[src/rtl/hazard_pkg.sv]
// Shared widths and named issue latencies for the hazard scoreboard slice.
package hazard_pkg;

    localparam int REG_W    = 5;
    localparam int NUM_REGS = 32;
    localparam int LAT_W    = 3;
    localparam int CNT_W    = 32;

    localparam logic [LAT_W-1:0] LAT_ALU  = 3'd0;
    localparam logic [LAT_W-1:0] LAT_LOAD = 3'd1;
    localparam logic [LAT_W-1:0] LAT_MUL  = 3'd3;
    localparam logic [LAT_W-1:0] LAT_DIV  = 3'd7;

endpackage

[src/rtl/hazard_scoreboard_if.sv]
// Decoder / issue / writeback bundle between the ID stage control and the scoreboard.
interface hazard_scoreboard_if;
    import hazard_pkg::*;

    logic                    issue_valid_i;
    logic                    issue_regwrite_i;
    logic [REG_W-1:0]        issue_rd_i;
    logic [LAT_W-1:0]        issue_lat_i;
    logic                    flush_i;
    logic [REG_W-1:0]        id_rs1_i;
    logic [REG_W-1:0]        id_rs2_i;
    logic                    id_use_rs1_i;
    logic                    id_use_rs2_i;
    logic                    wb_valid_i;
    logic [REG_W-1:0]        wb_rd_i;
    logic                    stall_o;
    logic [NUM_REGS-1:0]     busy_o;
    logic [CNT_W-1:0]        stall_cnt_o;

    modport master (
        output issue_valid_i, issue_regwrite_i, issue_rd_i, issue_lat_i, flush_i,
               id_rs1_i, id_rs2_i, id_use_rs1_i, id_use_rs2_i, wb_valid_i, wb_rd_i,
        input  stall_o, busy_o, stall_cnt_o
    );

    modport slave (
        input  issue_valid_i, issue_regwrite_i, issue_rd_i, issue_lat_i, flush_i,
               id_rs1_i, id_rs2_i, id_use_rs1_i, id_use_rs2_i, wb_valid_i, wb_rd_i,
        output stall_o, busy_o, stall_cnt_o
    );

endinterface

[src/rtl/scoreboard_entry.sv]
// One tracked register: pending flag plus a countdown of cycles until its value can be forwarded.
module scoreboard_entry
    import hazard_pkg::*;
(
    input  logic             clk,
    input  logic             rst,
    input  logic             set,
    input  logic [LAT_W-1:0] set_lat,
    input  logic             clear,
    output logic             pending,
    output logic             wait_nz
);

    logic [LAT_W-1:0] cnt;

    // A new producer supersedes an older one retiring in the same cycle, so set beats clear.
    always_ff @(posedge clk) begin
        if (rst) begin
            pending <= 1'b0;
            cnt     <= '0;
        end else if (set) begin
            pending <= 1'b1;
            cnt     <= set_lat;
        end else if (clear) begin
            pending <= 1'b0;
            cnt     <= '0;
        end else if (cnt != '0) begin
            cnt <= cnt - 1'b1;
        end
    end

    assign wait_nz = pending && (cnt != '0);

endmodule

[src/rtl/hazard_scoreboard.sv]
// Tracks in-flight destination registers and stalls ID until a producer's result is forwardable.
module hazard_scoreboard
    import hazard_pkg::*;
(
    input  logic                 clk_i,
    input  logic                 rst_i,
    hazard_scoreboard_if.slave   bus
);

    logic [NUM_REGS-1:0] pending_vec;
    logic [NUM_REGS-1:0] wait_vec;
    logic                stall;
    logic                issue_accept;
    logic                wb_accept;
    logic [CNT_W-1:0]    stall_cnt;

    // x0 is hardwired, so it never waits and never reports busy.
    assign pending_vec[0] = 1'b0;
    assign wait_vec[0]    = 1'b0;

    assign issue_accept = bus.issue_valid_i && bus.issue_regwrite_i && !stall
                          && !bus.flush_i && (bus.issue_rd_i != '0);
    assign wb_accept    = bus.wb_valid_i && (bus.wb_rd_i != '0);

    for (genvar i = 1; i < NUM_REGS; i++) begin : g_entry
        logic set_hit;
        logic clear_hit;

        assign set_hit   = issue_accept && (bus.issue_rd_i == REG_W'(i));
        assign clear_hit = wb_accept && (bus.wb_rd_i == REG_W'(i));

        scoreboard_entry u_entry (
            .clk     (clk_i),
            .rst     (rst_i),
            .set     (set_hit),
            .set_lat (bus.issue_lat_i),
            .clear   (clear_hit),
            .pending (pending_vec[i]),
            .wait_nz (wait_vec[i])
        );
    end

    assign stall = (bus.id_use_rs1_i && (bus.id_rs1_i != '0) && wait_vec[bus.id_rs1_i])
                || (bus.id_use_rs2_i && (bus.id_rs2_i != '0) && wait_vec[bus.id_rs2_i]);

    always_ff @(posedge clk_i) begin
        if (rst_i) begin
            stall_cnt <= '0;
        end else if (stall && (stall_cnt != '1)) begin
            stall_cnt <= stall_cnt + 1'b1;
        end
    end

    assign bus.stall_o     = stall;
    assign bus.busy_o      = pending_vec;
    assign bus.stall_cnt_o = stall_cnt;

endmodule

[src/flat_wrapper.sv]
// flat-port wrapper written by rule: the top's interface ports become plain ports
module hazard_scoreboard_flat import hazard_pkg::*;
  (clk_i, rst_i, bus_issue_valid_i, bus_issue_regwrite_i, bus_issue_rd_i, bus_issue_lat_i, bus_flush_i, bus_id_rs1_i, bus_id_rs2_i, bus_id_use_rs1_i, bus_id_use_rs2_i, bus_wb_valid_i, bus_wb_rd_i, bus_stall_o, bus_busy_o, bus_stall_cnt_o);
  hazard_scoreboard_if bus_i ();
  input  logic clk_i;
  input  logic rst_i;
  input wire logic [$bits(bus_i.issue_valid_i)-1:0] bus_issue_valid_i;
  input wire logic [$bits(bus_i.issue_regwrite_i)-1:0] bus_issue_regwrite_i;
  input wire logic [$bits(bus_i.issue_rd_i)-1:0] bus_issue_rd_i;
  input wire logic [$bits(bus_i.issue_lat_i)-1:0] bus_issue_lat_i;
  input wire logic [$bits(bus_i.flush_i)-1:0] bus_flush_i;
  input wire logic [$bits(bus_i.id_rs1_i)-1:0] bus_id_rs1_i;
  input wire logic [$bits(bus_i.id_rs2_i)-1:0] bus_id_rs2_i;
  input wire logic [$bits(bus_i.id_use_rs1_i)-1:0] bus_id_use_rs1_i;
  input wire logic [$bits(bus_i.id_use_rs2_i)-1:0] bus_id_use_rs2_i;
  input wire logic [$bits(bus_i.wb_valid_i)-1:0] bus_wb_valid_i;
  input wire logic [$bits(bus_i.wb_rd_i)-1:0] bus_wb_rd_i;
  output wire logic [$bits(bus_i.stall_o)-1:0] bus_stall_o;
  output wire logic [$bits(bus_i.busy_o)-1:0] bus_busy_o;
  output wire logic [$bits(bus_i.stall_cnt_o)-1:0] bus_stall_cnt_o;
  assign bus_i.issue_valid_i = bus_issue_valid_i;
  assign bus_i.issue_regwrite_i = bus_issue_regwrite_i;
  assign bus_i.issue_rd_i = bus_issue_rd_i;
  assign bus_i.issue_lat_i = bus_issue_lat_i;
  assign bus_i.flush_i = bus_flush_i;
  assign bus_i.id_rs1_i = bus_id_rs1_i;
  assign bus_i.id_rs2_i = bus_id_rs2_i;
  assign bus_i.id_use_rs1_i = bus_id_use_rs1_i;
  assign bus_i.id_use_rs2_i = bus_id_use_rs2_i;
  assign bus_i.wb_valid_i = bus_wb_valid_i;
  assign bus_i.wb_rd_i = bus_wb_rd_i;
  assign bus_stall_o = bus_i.stall_o;
  assign bus_busy_o = bus_i.busy_o;
  assign bus_stall_cnt_o = bus_i.stall_cnt_o;
  hazard_scoreboard u_core (.clk_i(clk_i), .rst_i(rst_i), .bus(bus_i));
endmodule
[config.mk]
export PLATFORM = sky130hd
export DESIGN_NAME = hazard_scoreboard_flat
export DESIGN_NICKNAME = d
export VERILOG_FILES = /design/src/rtl/hazard_pkg.sv /design/src/rtl/hazard_scoreboard_if.sv /design/src/rtl/scoreboard_entry.sv /design/src/rtl/hazard_scoreboard.sv /design/src/flat_wrapper.sv
export SDC_FILE = /design/constraint.sdc
export NUM_CORES = 1
export LEC_CHECK = 0
export CORE_ASPECT_RATIO = 1.5
export CORE_MARGIN = 3
export CORE_UTILIZATION = 70
export DETAILED_ROUTE_END_ITERATION = 8
export DONT_BUFFER_PORTS = 1
export PLACE_DENSITY = 0.9
export SYNTH_ARGS = -nofsm -noshare
export SYNTH_HDL_FRONTEND = slang
export SYNTH_SLANG_ARGS = --single-unit
[constraint.sdc]
create_clock -name clk_i -period 6.8 [get_ports clk_i]
set_input_delay 1.36 -clock clk_i [delete_from_list [all_inputs] [get_ports clk_i]]
set_output_delay 1.36 -clock clk_i [all_outputs]
set_load 0.005 [all_outputs]
==> metrics.yaml, run 1 <==
clocking:
  numCtsBuffers: 17
  clock_sinks: 156
  cts_setup_buffers: 0
  cts_buffer_depth: 2
  clkLatencyLatePin_ps: 430
  cts_resized: 0
  cts_tree: "built"
  clkTransAtPathRegs_ps: 60
  cts_root_buf: "clkbuf_16"
  cts_hold_buffers: 0
  h-tree-depth: 4
critical_path:
  start_kind: "input port"
  worstSetupPathType: "in2out"
  r2r-start: "u_core.g_entry[21].u_entry.cnt[0]"
  r2r_cells: 12
  ff2ff_setup_slack_ps: 3060
  critical_path.max_fanout: 23
  cp.required_ps: 5440
  reg2reg_to: "u_core.bus.stall_cnt_o[21]"
  worstPathArrival_ps: 3220
  worstSetupEndpointType: "output port"
synth:
  synthCells: 1211
  synth.area.top_cells: "dfxtp_1 32%, ha_1 8.1%, nand2_1 5.4%"
  synth_edf_count: 0
  yosys.area.top_type_share: 0.323
  yosysSeqAreaShare: 0.323
  ys_async_sr_fraction: 0
  synth-seq-cells: 156
  syn_nets: 1305
  netlist_area_sq_mm: 0.00968
  synthDistinctLibCells: 62
  postSynthAreaPerCell_sq_um: 7.99
  synth_top_area_cell: "dfxtp_1"
  synth_common_cells: "156 x dfxtp_1, 139 x nand2_1, 121 x nor2_1, 74 x inv_1, 68 x a21oi_1"
  yosysMostFrequentCell: "dfxtp_1"
  yosys_warnings: 0
  synth_ff_type: "dfxtp_1"
floorplanning:
  io-pin-count: 96
  rows: 52
  dieArea_sq_mm: 0.0153
  start_util: 0.715
  die_h_um: 150
  fp.coreArea_sq_mm: 0.0135
  dieWidth_um: 102
min_path:
  hold_path_depth: 2
  holdPathEnd: "u_core.g_entry[9].u_entry.pending"
  hold_start: "u_core.g_entry[9].u_entry.pending"
  hold_path_class: "reg2reg"
power_and_ir_drop:
  p_leak_nw: 3.87
  ir_drop_uv: 199
  power_density_mw_per_mm2: 382
  total_power_mw: 3.82
cells_and_area:
  drive_gt1_frac: 0.0800
  num_antenna_cells: 0
  area_growth_pct: 3.55
  nNetsFinal: 1244
grt:
  grtUsageTotal: 0.331
  grt_max_degree: 123
  grt_pass1_vias: 8238
  grt_pass1_wl_um: 40200
  grt-ovfl-total: 0
  antenna_found_initial: 0
route:
  routed_via_density: 6.45
  routedWlPerCell_um: 19.1
  routed_wl_um: 25300
  ant_nets: 0
  drt_pass1_iterations: 6
  drt_iter0_markers: 743
  drc_errors: 0
  vias: 8546
status:
  status: "complete, no violations"
place:
  hpwl_um: 17800
  gp_congestion: 0.954
  portBuffers: 0
sta:
  fin_tns_setup_ps: 0
  hold_viol: 0
  fin_crit_ps: 4580
  tightest_slew_ps: 912
  rsz0062_at_grt: "false"
  fin_skew_ps: 10.1
  relSlewSlack: 0.387
  drv_slew: 0
  finalCritPeriodShare: 0.673
  timing.fmax_ghz: 0.219
  setup_violations: 0
run:
  drv_cap: 0
## logic make-up (layout without fill, tap and decap cells)
logic type,after synthesis,after routing,share of synthesized area
XOR/XNOR,51,51,0.0461
flip-flops,156,156,0.323
adder cells (fa/ha/maj),63,63,0.0814
multiplexers,67,67,0.0734
buffers and inverters,158,110,0.0799
AO/OA/AOI/OAI,216,216,0.136
AND/OR/NAND/NOR,499,499,0.260
other,1,1,0.000387
## layout make-up
cell class	instances	area [sq um]
Fill cell	985	3510
Multi-Input combinational cell	897	5790
Clock inverter	15	176
Timing Repair Buffer	4	30.0
Clock buffer	17	425
Sequential cell	156	3120
Inverter	74	278
Tap cell	162	203
## worst max path at each step
| stage | endpoint | depth (start not counted) | from |
|---|---|---|---|
| after global placement | bus_stall_o | 7 | bus_id_rs2_i[4] |
| final | bus_stall_o | 7 | bus_id_rs2_i[4] |
| after detailed placement | bus_stall_o | 7 | bus_id_rs2_i[4] |
| after floorplan | bus_stall_o | 10 | bus_id_rs1_i[2] |
| after CTS | bus_stall_o | 7 | bus_id_rs2_i[4] |
| after global routing | bus_stall_o | 7 | bus_id_rs1_i[2] |
## metal layers
layer	global-route usage	vias to the layer above	part of all wire
met5	0	-	0
met4	0.190	0	0.058
met3	0.0979	126	0.097
met2	0.570	451	0.50
met1	0.353	3942	0.35
li1	-	4027	-
## critical path, cell delays in order
cell	delay, ps
or2_2	300
a41oi_1	170
o311ai_1	130
nor3_1	330
a2111oi_4	110
a32oi_4	680
inv_1	130
## through the flow
stage	hold slack [ps]	instances	setup slack, ps	util	cell area [sq um]
final	487	1325	2220	0.741	10000
after global routing	520	1325	2160	0.741	10000
after CTS	490	1325	2270	0.741	10000
after detailed placement	481	1293	2270	0.696	9420
after global placement	483	1293	2290	0.696	9420
after floorplan	450	1211	2440	-	9680
## power breakdown
group | switching [mW] | total, mW | internal (mW)
Combinational | 0.880 | 1.57 | 0.686
Clock | 0.427 | 0.982 | 0.555
Sequential | 0.123 | 1.28 | 1.15
Total | 1.43 | 3.82 | 2.39
## state kept, by name, indices dropped and copies added (netlist names)
| signal | flops |
|---|---|
| u_core.g_entry.u_entry.cnt | 93 |
| u_core.bus.stall_cnt_o | 32 |
| u_core.g_entry.u_entry.pending | 31 |
## cells in the final DEF (no fill, tap or decap), types with 21 or more instances in the layout
cell	n
dfxtp_1	156
o21ai_1	21
nand2b_1	46
mux2i_1	44
o21ai_0	58
nand2_1	139
nor3_1	26
a21oi_1	68
ha_1	63
inv_1	74
xnor2_1	51
nand3_1	54
nor2_1	121
(Power assumes the default switching activity.)
==> run 2: changes to the inputs <==
--- a/config.mk
+++ b/config.mk
@@ -7,10 +7,10 @@
 export LEC_CHECK = 0
 export CORE_ASPECT_RATIO = 1.5
 export CORE_MARGIN = 3
-export CORE_UTILIZATION = 70
+export CORE_UTILIZATION = 65
 export DETAILED_ROUTE_END_ITERATION = 8
 export DONT_BUFFER_PORTS = 1
-export PLACE_DENSITY = 0.9
+export PLACE_DENSITY = 0.85
 export SYNTH_ARGS = -nofsm -noshare
 export SYNTH_HDL_FRONTEND = slang
 export SYNTH_SLANG_ARGS = --single-unit
==> constraint.sdc (replaced) <==
create_clock -name clk_i -period 4.53 [get_ports clk_i]
set_input_delay 0.906 -clock clk_i [delete_from_list [all_inputs] [get_ports clk_i]]
set_output_delay 0.906 -clock clk_i [all_outputs]
set_load 0.005 [all_outputs]
==> metrics.yaml, run 2 (synthesis results as in run 1) <==
sta:
  timing.fmax_ghz: 0.264
  fin_crit_ps: 3790
  hold_viol: 0  # unchanged
  holdWs_ps: 496  # +8.97 ps
  rsz0062_at_grt: "false"
  worst_slack_ps: 738  # -1490 ps
  finalCritPeriodShare: 0.837
  setup_violations: 0  # unchanged
  fin_tns_setup_ps: 0  # unchanged
  drv_slew: 0  # unchanged
  relSlewSlack: 0.311  # -0.0765
  tightest_slew_ps: 1030  # +114 ps
  fin_skew_ps: 12.0  # +1.89 ps
min_path:
  holdPathEnd: "u_core.g_entry[9].u_entry.pending"
  hold_start: "u_core.g_entry[9].u_entry.pending"
  hold_path_class: "reg2reg"
  hold_path_depth: 2  # unchanged
cells_and_area:
  finish.utilization: 0.691  # -0.0498
  final_cell_mix: "156 x dfxtp_1, 139 x nand2_1, 121 x nor2_1"
  nNetsFinal: 1248  # +0.32%
  final_design_area_no_fill_sq_mm: 0.0101  # +0.59%
  num_antenna_cells: 0  # unchanged
  largest_reg_flops: 93  # unchanged
  drive_gt1_frac: 0.0798  # -0.000137
  area_growth_pct: 4.16
  final_common_cell: "dfxtp_1"
  largest_register: "u_core.g_entry.u_entry.cnt"
  finalNonFillerCells: 1361  # +2.7%
clocking:
  clock_sinks: 156  # unchanged
  h-tree-depth: 4  # unchanged
  cts_hold_buffers: 0  # unchanged
  cts_resized: 0  # unchanged
  clkTransAtPathRegs_ps: 60  # about the same
  clkLatencyLatePin_ps: 440  # about the same
  cts_tree: "built"
  numCtsBuffers: 17  # unchanged
  cts_setup_buffers: 0  # unchanged
  cts_root_buf: "clkbuf_16"
  cts_buffer_depth: 2  # unchanged
place:
  post_dp_cell_area_sq_mm: 0.00950  # +0.77%
  gp_congestion: 0.994  # +4.2%
  hpwl_um: 18100  # +1.9%
  dp_cells: 1331  # +2.9%
  portBuffers: 0  # unchanged
  dp_slack_ps: 905  # -1370 ps
critical_path:
  critical_path.max_fanout: 16  # -30%
  worstSetupEndpointType: "output port"
  r2r-start: "u_core.g_entry[11].u_entry.cnt[0]"
  worstPathArrival_ps: 2890  # -330 ps
  start_kind: "flip-flop"
  worstSetupPathType: "reg2out"
  cp.required_ps: 3620  # -1820 ps
  reg2reg_to: "u_core.g_entry[25].u_entry.cnt[1]"
  ff2ff_setup_slack_ps: 1040  # -2020 ps
  r2r_cells: 12  # unchanged
grt:
  grtUsageTotal: 0.313  # -0.0184
  grt_pass1_vias: 8269  # +0.38%
  antenna_found_initial: 0  # unchanged
  grt_pass1_wl_um: 41200  # +2.5%
  grt-ovfl-total: 0  # unchanged
  grt_max_degree: 123  # unchanged
floorplanning:
  fp.coreArea_sq_mm: 0.0146  # +7.8%
  io-pin-count: 96  # unchanged
  start_util: 0.663  # -0.0520
  dieArea_sq_mm: 0.0164  # +7.3%
  dieWidth_um: 106  # +3.6%
  die_h_um: 155  # +3.6%
  rows: 54  # +3.8%
route:
  drc_errors: 0  # unchanged
  drt_iter0_markers: 678  # -8.7%
  routedWlPerCell_um: 18.8  # -1.4%
  drt_pass1_iterations: 5  # -1
  ant_nets: 0  # unchanged
  routed_wl_um: 25600  # +1.3%
  routed_via_density: 6.23  # -3.3%
  vias: 8485  # -0.71%
status:
  status: "complete, no violations"
power_and_ir_drop:
  total_power_mw: 5.72  # +50%
  power_density_mw_per_mm2: 567  # +49%
  ir_drop_uv: 255  # +28%
  p_leak_nw: 3.87  # +0.19%
run:
  drv_cap: 0  # unchanged
run 2: changes by cell type in the layout (fill, tap and decap cells not counted), sizes merged:
cell / previous run / this run
buf: 4 / 8
bufinv: 2 / 3
clkbuf: 17 / 20
clkinvlp: 1 / 2
inv: 82 / 75
run 2: critical path: stages (launching register included):
cell and delay [ps]:
dfxtp_1 300, inv_1 100, ha_1 180, nand2b_1 210, nand4b_1 170, o21ai_0 90
a2111oi_0 450, o21ai_1 190, a32oi_4 620, inv_1 150
run 2: cell type report:
cell class,count,area [sq um]
Clock buffer,20,447
Clock inverter,10,141
Fill cell,1190,4510
Inverter,74,278
Multi-Input combinational cell,897,5790
Sequential cell,156,3120
Tap cell,196,245
Timing Repair Buffer,8,60.1
run 2: how the worst max path moves through the flow:
stage                                                 start                           endpoint  slack, ps  cells past startpoint
final                     u_core.g_entry[11].u_entry.cnt[0]                        bus_stall_o        740                      9
after global routing      u_core.g_entry[15].u_entry.cnt[0]                        bus_stall_o        550                      9
after CTS                 u_core.g_entry[11].u_entry.cnt[0]                        bus_stall_o        790                      9
after detailed placement                    bus_id_rs2_i[4]  u_core.g_entry[25].u_entry.cnt[1]        910                     10
after global placement                      bus_id_rs2_i[4]  u_core.g_entry[25].u_entry.cnt[2]        930                     10
after floorplan                             bus_id_rs1_i[2]                        bus_stall_o       1080                     10
run 2: power breakdown:
part           internal, mW  switching [mW]
logic                  1.03            1.32
clock network         0.876           0.587
registers              1.73           0.179
total                  3.64            2.08
run 2: per-layer routing:
layer / track usage / up-vias / routed length, um
li1: - / 4034 / -
met1: 0.339 / 3955 / 9230
met2: 0.540 / 390 / 12700
met3: 0.0884 / 106 / 2170
met4: 0.187 / 0 / 1490
met5: 0 / - / 0
